**src/rtl/cdb_arbiter_pkg.sv**
```systemverilog
// Shared types for the common data bus: FU completion payload, CDB source count and
// the bundled broadcast seen by listeners.
package cdb_arbiter_pkg;

  localparam int NUM_ALU_CMP_UNITS = 2;
  localparam int NUM_MUL_UNITS     = 1;
  localparam int NUM_MEM_UNITS     = 1;
  localparam int NUM_CDB_SRCS      = NUM_ALU_CMP_UNITS + NUM_MUL_UNITS + NUM_MEM_UNITS;
  localparam int CDB_SRC_W         = $clog2(NUM_CDB_SRCS);

  typedef struct packed {
    logic [5:0]  rob_idx;
    logic [4:0]  rd;
    logic [31:0] rd_v;
  } fu_cdb_data_t;

  typedef struct packed {
    logic                 valid;
    logic [CDB_SRC_W-1:0] src;
    fu_cdb_data_t         data;
  } cdb_t;

endpackage

```
**src/rtl/cdb_arbiter_rr_pick.sv**
```systemverilog
// Combinational round-robin pick: rotate requests so the pointer lands at bit 0,
// take the lowest set bit, then rotate the index back.
module rr_pick #(
  parameter int N     = 4,
  parameter int SRC_W = $clog2(N)
) (
  input  logic [N-1:0]     req,
  input  logic [SRC_W-1:0] ptr,
  output logic             found,
  output logic [N-1:0]     grant,
  output logic [SRC_W-1:0] idx
);

  localparam logic [SRC_W:0] N_W = (SRC_W + 1)'(N);

  logic [2*N-1:0]   dbl;
  logic [N-1:0]     rot;
  logic [SRC_W-1:0] enc;
  logic [SRC_W:0]   sum;

  always_comb begin
    dbl = {req, req} >> ptr;
    rot = dbl[N-1:0];
    enc = '0;
    for (int i = N - 1; i >= 0; i--) begin
      if (rot[i]) enc = SRC_W'(i);
    end
    sum = {1'b0, enc} + {1'b0, ptr};
    if (sum >= N_W) sum = sum - N_W;
    idx   = sum[SRC_W-1:0];
    found = |req;
    grant = found ? (N'(1) << idx) : '0;
  end

endmodule

```
**src/rtl/cdb_arbiter.sv**
```systemverilog
// CDB arbiter: grants one FU completion per cycle in round-robin order and
// registers the winning payload as the bus broadcast.
module cdb_arbiter
  import cdb_arbiter_pkg::*;
#(
  parameter int NUM_CDB_SRCS = cdb_arbiter_pkg::NUM_CDB_SRCS,
  parameter int SRC_W        = $clog2(NUM_CDB_SRCS)
) (
  input  logic                                  clk,
  input  logic                                  rst,
  input  logic                                  branch_mispredict,
  input  logic [NUM_CDB_SRCS-1:0]               fu_done,
  input  fu_cdb_data_t [NUM_CDB_SRCS-1:0]       fu_data,
  output logic [NUM_CDB_SRCS-1:0]               cdb_ack,
  output logic                                  cdb_valid,
  output fu_cdb_data_t                          cdb_data,
  output logic [SRC_W-1:0]                      cdb_src
);

  logic                    found;
  logic [NUM_CDB_SRCS-1:0] grant_oh;
  logic [SRC_W-1:0]        g;
  logic                    grant_en;

  logic                    cdb_valid_d, cdb_valid_q;
  fu_cdb_data_t            cdb_data_d,  cdb_data_q;
  logic [SRC_W-1:0]        cdb_src_d,   cdb_src_q;
  logic [SRC_W-1:0]        rr_ptr_d,    rr_ptr_q;

  rr_pick #(
    .N     (NUM_CDB_SRCS),
    .SRC_W (SRC_W)
  ) u_rr_pick (
    .req   (fu_done),
    .ptr   (rr_ptr_q),
    .found (found),
    .grant (grant_oh),
    .idx   (g)
  );

  // Flush and reset only gate the grant; the data path stays purely registered.
  always_comb begin
    grant_en    = found && !rst && !branch_mispredict;
    cdb_ack     = grant_en ? grant_oh : '0;
    cdb_valid_d = grant_en;
    cdb_data_d  = grant_en ? fu_data[g] : cdb_data_q;
    cdb_src_d   = grant_en ? g : cdb_src_q;
    rr_ptr_d    = rr_ptr_q;
    if (grant_en) begin
      rr_ptr_d = (g == SRC_W'(NUM_CDB_SRCS - 1)) ? '0 : g + SRC_W'(1);
    end
  end

  always_ff @(posedge clk) begin
    if (rst) begin
      cdb_valid_q <= 1'b0;
      cdb_data_q  <= '0;
      cdb_src_q   <= '0;
      rr_ptr_q    <= '0;
    end else begin
      cdb_valid_q <= cdb_valid_d;
      cdb_data_q  <= cdb_data_d;
      cdb_src_q   <= cdb_src_d;
      rr_ptr_q    <= rr_ptr_d;
    end
  end

  assign cdb_valid = cdb_valid_q;
  assign cdb_data  = cdb_data_q;
  assign cdb_src   = cdb_src_q;

endmodule

```
**config.mk**
```make
export PLATFORM = sky130hd
export DESIGN_NAME = cdb_arbiter
export DESIGN_NICKNAME = d
export VERILOG_FILES = /design/src/rtl/cdb_arbiter_pkg.sv /design/src/rtl/cdb_arbiter_rr_pick.sv /design/src/rtl/cdb_arbiter.sv
export SDC_FILE = /design/constraint.sdc
export NUM_CORES = 1
export LEC_CHECK = 0
export ABC_AREA = 1
export CELL_PAD_IN_SITES_DETAIL_PLACEMENT = 0
export CELL_PAD_IN_SITES_GLOBAL_PLACEMENT = 1
export CORE_MARGIN = 1.5
export CORE_UTILIZATION = 23
export CTS_CLUSTER_SIZE = 14
export DETAILED_ROUTE_END_ITERATION = 12
export PLACE_DENSITY_LB_ADDON = 0.25
export SLEW_MARGIN = 0
export SYNTH_ARGS = -nofsm -noshare
export SYNTH_HDL_FRONTEND = slang
export SYNTH_HIERARCHICAL = 1
export SYNTH_SLANG_ARGS = --single-unit
```
**constraint.sdc**
```tcl
create_clock -name clk -period 2.6 [get_ports clk]
set_input_delay 0.39 -clock clk [delete_from_list [all_inputs] [get_ports clk]]
set_output_delay 0.39 -clock clk [all_outputs]
set_load 0.02 [all_outputs]
```
; ---- After elaboration in Yosys (flattened, before gate mapping)
; Index checks and enable logic that the tools add are counted.
[op_classes]
shifts = 2
n_mux = 10
reduce_logical = 5
addsub = 3
n_lt_le_gt_ge = 2
eq_ne = 1
[ops]
columns = operator, n
row1 = 43-bit binary-select mux with 2-bit select, 1
row2 = 43-bit two-way mux, 1
row3 = 2-bit two-way mux, 6
row4 = 4-bit two-way mux, 2
row5 = 8-bit by 2-bit right shift with 4-bit output, 1
row6 = 4-bit OR reduction, 1
row7 = 1-bit by 2-bit << shifter with 4-bit output (first input constant), 1
row8 = 2-bit by 2-bit adder with 3-bit output, 1
row9 = 3-bit greater-or-equal comparator (second input constant), 1
row10 = 2-bit by 3-bit less-than comparator with 1-bit output (second input constant), 1
row11 = 2-bit by 1-bit adder with 2-bit output (second input constant), 1
row12 = 2-bit equality test (second input constant), 1
row13 = 1-bit logical AND, 2
row14 = 1-bit zero test, 2
row15 = 2-bit by 1-bit subtractor with 2-bit output (second input constant), 1
[word_totals]
output_inout_bits = 50
word_cells = 29
in_bits = 179
reg_bits = 48

; ---- Longest topological paths before layout
[depth]
depth_word = 11
mapped_depth = 18
ltp_nobuf = 16

; ---- By module
; Netlist, hierarchy kept.
[modules_own_cells]
columns = mod, cells_per_inst, area_per_inst_um2, seq_area_each_um2, n_inst
row1 = cdb_arbiter, 689, 3598.5, 960.9, 1
row2 = rr_pick, 44, 221.5, 0.0, 1

; ---- Least setup slack after synthesis
; No wires, ideal clock.
[synth_timing]
path_type = reg2out
startpoint = reg rr_ptr_q[0]
endpoint = out cdb_ack[0]
required_time_ns = 2.210
arrival_ns = 1.846
setup_slack_ns = 0.364
stages_incl_launch_ff = 15
path_buffers = 0
path_cell_list = dfxtp_1 -> inv_2 -> nand2_1 -> nand3_1 -> nand2_1 -> nand3_1 -> a21boi_0 -> ha_1 -> xnor2_1 -> inv_1 -> nand2_4 -> nand2_4 -> nor2_1 -> inv_1 -> nor2_1
[synth_via]
elab_chain_len = 11
word_cells_on_any_way = 12
cone_classes = add/sub (2) / order compare (1) / shift (2) / mux (7)
[synth_lines]
columns = item, line_no
row1 = start: declaration, cdb_arbiter.sv:28  ; logic [SRC_W-1:0] rr_ptr_d, rr_ptr_q;
row2 = start signal: assignment, cdb_arbiter.sv:64  ; rr_ptr_q <= rr_ptr_d;
row3 = 8-bit by 2-bit right shift with 4-bit output, cdb_arbiter_rr_pick.sv:22  ; dbl = {req, req} >> ptr;
row4 = 2-bit two-way mux (4 in a row), cdb_arbiter_rr_pick.sv:26  ; if (rot[i]) enc = SRC_W'(i);
row5 = 2-bit by 2-bit adder with 3-bit output (*), cdb_arbiter_rr_pick.sv:28  ; sum = {1'b0, enc} + {1'b0, ptr};
row6 = 3-bit greater-or-equal comparator or 2-bit by 1-bit subtractor with 2-bit output (tied branches), cdb_arbiter_rr_pick.sv:29  ; if (sum >= N_W) sum = sum - N_W;
row7 = 2-bit two-way mux (*), cdb_arbiter_rr_pick.sv:29
row8 = named net g[1], cdb_arbiter.sv:22  ; logic [SRC_W-1:0] g;
row9 = 1-bit by 2-bit << shifter with 4-bit output (*), cdb_arbiter_rr_pick.sv:32  ; grant = found ? (N'(1) << idx) : '0;
row10 = 4-bit two-way mux (*), cdb_arbiter_rr_pick.sv:32
row11 = named net grant_oh[0], cdb_arbiter.sv:21  ; logic [NUM_CDB_SRCS-1:0] grant_oh;
row12 = 4-bit two-way mux (*), cdb_arbiter.sv:44  ; cdb_ack = grant_en ? grant_oh : '0;
row13 = end: declaration, cdb_arbiter.sv:14  ; output logic [NUM_CDB_SRCS-1:0] cdb_ack,
; Mark *: on every way through the listed nets, which the timed path passes. The rest lies on a longest branch.

; ---- Worst setup path after layout
[layout_timing]
startpoint = reg rr_ptr_q[0]
endpoint = out cdb_ack[1]
; The elaborated chain is that of the path after synthesis.

==> results_dict.tcl <==
set metrics [dict create \
    netlist_instances 733 \
    fin_ws_ps 54.11 \
    tightest_slew_ps 555.3 \
    peakVddDrop_mv 0.4519 \
    grt_max_degree 46 \
    vias 4690 \
    ys_warn_count 6 \
    period_share_pct 97.92 \
    endpoint_kind "output pin" \
    max_stage_delay_ps 390 \
    synth.avg_cell_area_um2 5.211 \
    avgViaCountPerCell 4.040 \
    hold_end "cdb_data[22]" \
    clock_skew_ps 5.402 \
    cp.arrival_ps 2160 \
    slowest_stage "dfxtp_4" \
    powerDensity_mw_per_mm2 928.9 \
    place_congestion 0.7584 \
    area_growth_pct 72.85 \
    io_buffers 228 \
    fmax_ghz 0.3928 \
    layout_min_cycle_time_ps 2546 \
    grt_pass1_vias 4546 \
    dpl_worst_slack_ps -670.7 \
    r2r-end "cdb_data[14]" \
    clk_pin_slew_ps 60 \
    insertion_delay_ps 300 \
    drv_slew 0 \
    crit_top_cell "nand2_4" \
    final_util_pct 41.12 \
    regToRegStartpoint "rr_ptr_q[0]" \
    route.detailed.drc 0 \
    holdWs_ps 469.8 \
    cp_max_fo 6 \
    rsz0062_at_grt "true" \
    clockBufferDepth 2 \
    setup_viol 0 \
    holdCritStartpoint "cdb_data[22]" \
    finalPower_uw 6133 \
    ys_seq_area_share_pct 25.16 \
    hpwl_um 10300 \
    antenna_found_initial 0 \
    r2r_cells 17 \
    status "completed" \
    drive_gt1_share_pct 6.243 \
    die_area_mm2 0.01739 \
    drv_cap 0 \
    fp.dieW_um 131.9 \
    cts_tree "done" \
    clock_sinks 48 \
    hp-class "register to register" \
    synth_area_mm2 0.003820 \
    start_kind "register" \
    path_class "register to output pin" \
    start_util_pct 23.79 \
    postCtsSetupRepairBufs 0 \
    drt-total-wl_um 14200 \
    diodes 0 \
    coreArea_mm2 0.01606 \
    wl_per_cell_um 12.23 \
    ys_ff_latch 48 \
    final-hold-violation-count 0 \
    ctsHoldBuffers 0 \
    fin_nets 1125 \
    antenna_left 0 \
    cts_buffers 5 \
    setup_tns_ps 0 \
    syn_nets 914 \
    power.leakage_uw 0.003481 \
    fillers 1795 \
    relSlewSlack_pct 62.98 \
    die_h_um 131.9 \
    first_pass_iters 4 \
    r2r_setup_slack_ps 150 \
    grt_pass1_wl_um 22960 \
    root_buffer "clkbuf_16" \
    drt_iter0_drc 107 \
    hold_path_depth 2 \
    synth_cell_types 20 \
    ios 229 \
    overflow 0 \
    worstPathRequired_ps 2210 \
    fp-row-count 46 \
    worstPathCellList "inv_4 > nand2_1 > nand3_1 > nand3_2 > a21boi_1 > buf_4 > ha_4 > xnor2_4 > inv_2 > nand2_4 > nand2_4 > nor2_1 > inv_1 > nor2_2 > buf_6" \
    grt_use_total_pct 16.22 \
    ctsHtreeMaxLevel 2 \
]
-- registers in the layout (all words and copies together) (netlist names) --
signal / count
rr_ptr_q: 2
cdb_src: 2
cdb_data: 43
cdb_valid: 1
-- final cells by class --
| cell class | instances | area (um2) | share of cell area [%] |
|---|---|---|---|
| Clock inverter | 2 | 38.79 | 0.5875 |
| Timing Repair Buffer | 246 | 2489 | 37.69 |
| Sequential cell | 48 | 965.9 | 14.63 |
| Multi-Input combinational cell | 524 | 2250 | 34.07 |
| Tap cell | 216 | 270.3 | 4.093 |
| Inverter | 119 | 450.4 | 6.822 |
| Clock buffer | 6 | 138.9 | 2.103 |
-- power breakdown --
group          switching [uW]  internal (uW)  leakage (uW)  total, uW
Sequential                151           1010      0.000397       1160
Clock                     299            482     0.0000871        782
Combinational            2430           1760       0.00300       4190
Total                    2880           3250       0.00348       6130
-- logic make-up (layout without fill, tap and decap cells) --
kind of cell | count (synthesis) | after routing | share of synthesized area (%)
adder cells (fa/ha/maj) | 2 | 2 | 0.6550
buffers and inverters | 161 | 373 | 18.28
XOR/XNOR | 1 | 1 | 0.2293
AO/OA/AOI/OAI | 9 | 9 | 1.245
AND/OR/NAND/NOR | 512 | 512 | 54.44
flip-flops | 48 | 48 | 25.16
-- Yosys cell counts, drive strengths merged --
cell type,count,area [um2]
a21boi,1,7.510
a21oi,6,30.03
buf,36,227.7
clkbuf,6,22.52
clkinv,1,5.000
dfxtp,48,960.9
ha,2,25.02
inv,118,442.9
nand2,388,1474
nand3,102,515.5
nor2,22,90.09
o21ai,2,10.01
xnor2,1,8.760
-- through the flow --
stage	cell area, um2	cells
global placement	6335	1153
floorplan	3820	733
global route	6603	1161
CTS	6540	1161
finish	6603	1161
detailed placement	6335	1153
-- how the worst max path moves through the flow --
stage / endpoint / slack, ps / from
floorplan: cdb_ack[0] / 360 / rr_ptr_q[0]
global placement: cdb_ack[0] / -640 / fu_done[3]
detailed placement: cdb_data[14] / -670 / fu_done[1]
CTS: cdb_ack[0] / 40 / rr_ptr_q[0]
global route: cdb_ack[0] / -70 / rr_ptr_q[0]
finish: cdb_ack[1] / 50 / rr_ptr_q[0]
-- metal layers --
| metal | global-route usage [%] | wire length (um) |
|---|---|---|
| met2 | 26.88 | 6365 |
| met5 | 0 | 0 |
| met3 | 5.037 | 1090 |
| met1 | 20.83 | 6642 |
| met4 | 2.963 | 103 |
-- repair_timing --
action / CTS / global route
endpoints found under the setup margin: 50 / 47
pin swaps: 2 / 9
resized for setup: 35 / 18
-- worst max-delay path: cells and delay by family, from the launching register on --
kind / cells / cell delay, ps
AO/OA/AOI/OAI: 1 / 60
XOR/XNOR: 1 / 180
AND/OR/NAND/NOR: 7 / 630
buffers and inverters: 5 / 440
flip-flops: 1 / 390
adder cells (fa/ha/maj): 1 / 170
-- placed cells by master, fill, tap and decap left out, types with 4 or more instances in the layout --
| cell | netlist | final |
|---|---|---|
| nand3_1 | 101 | 98 |
| dlygate4sd2_1 | 0 | 4 |
| inv_2 | 4 | 4 |
| clkdlybuf4s50_1 | 0 | 220 |
| dfxtp_1 | 48 | 46 |
| nand2_2 | 1 | 5 |
| a21oi_1 | 6 | 4 |
| nor2_1 | 21 | 17 |
| inv_1 | 114 | 113 |
| buf_4 | 4 | 13 |
| nor2_2 | 0 | 4 |
| buf_12 | 0 | 6 |
| clkbuf_16 | 0 | 5 |
| nand2_1 | 385 | 380 |
No activity file was read; power rests on OpenSTA's default activity.
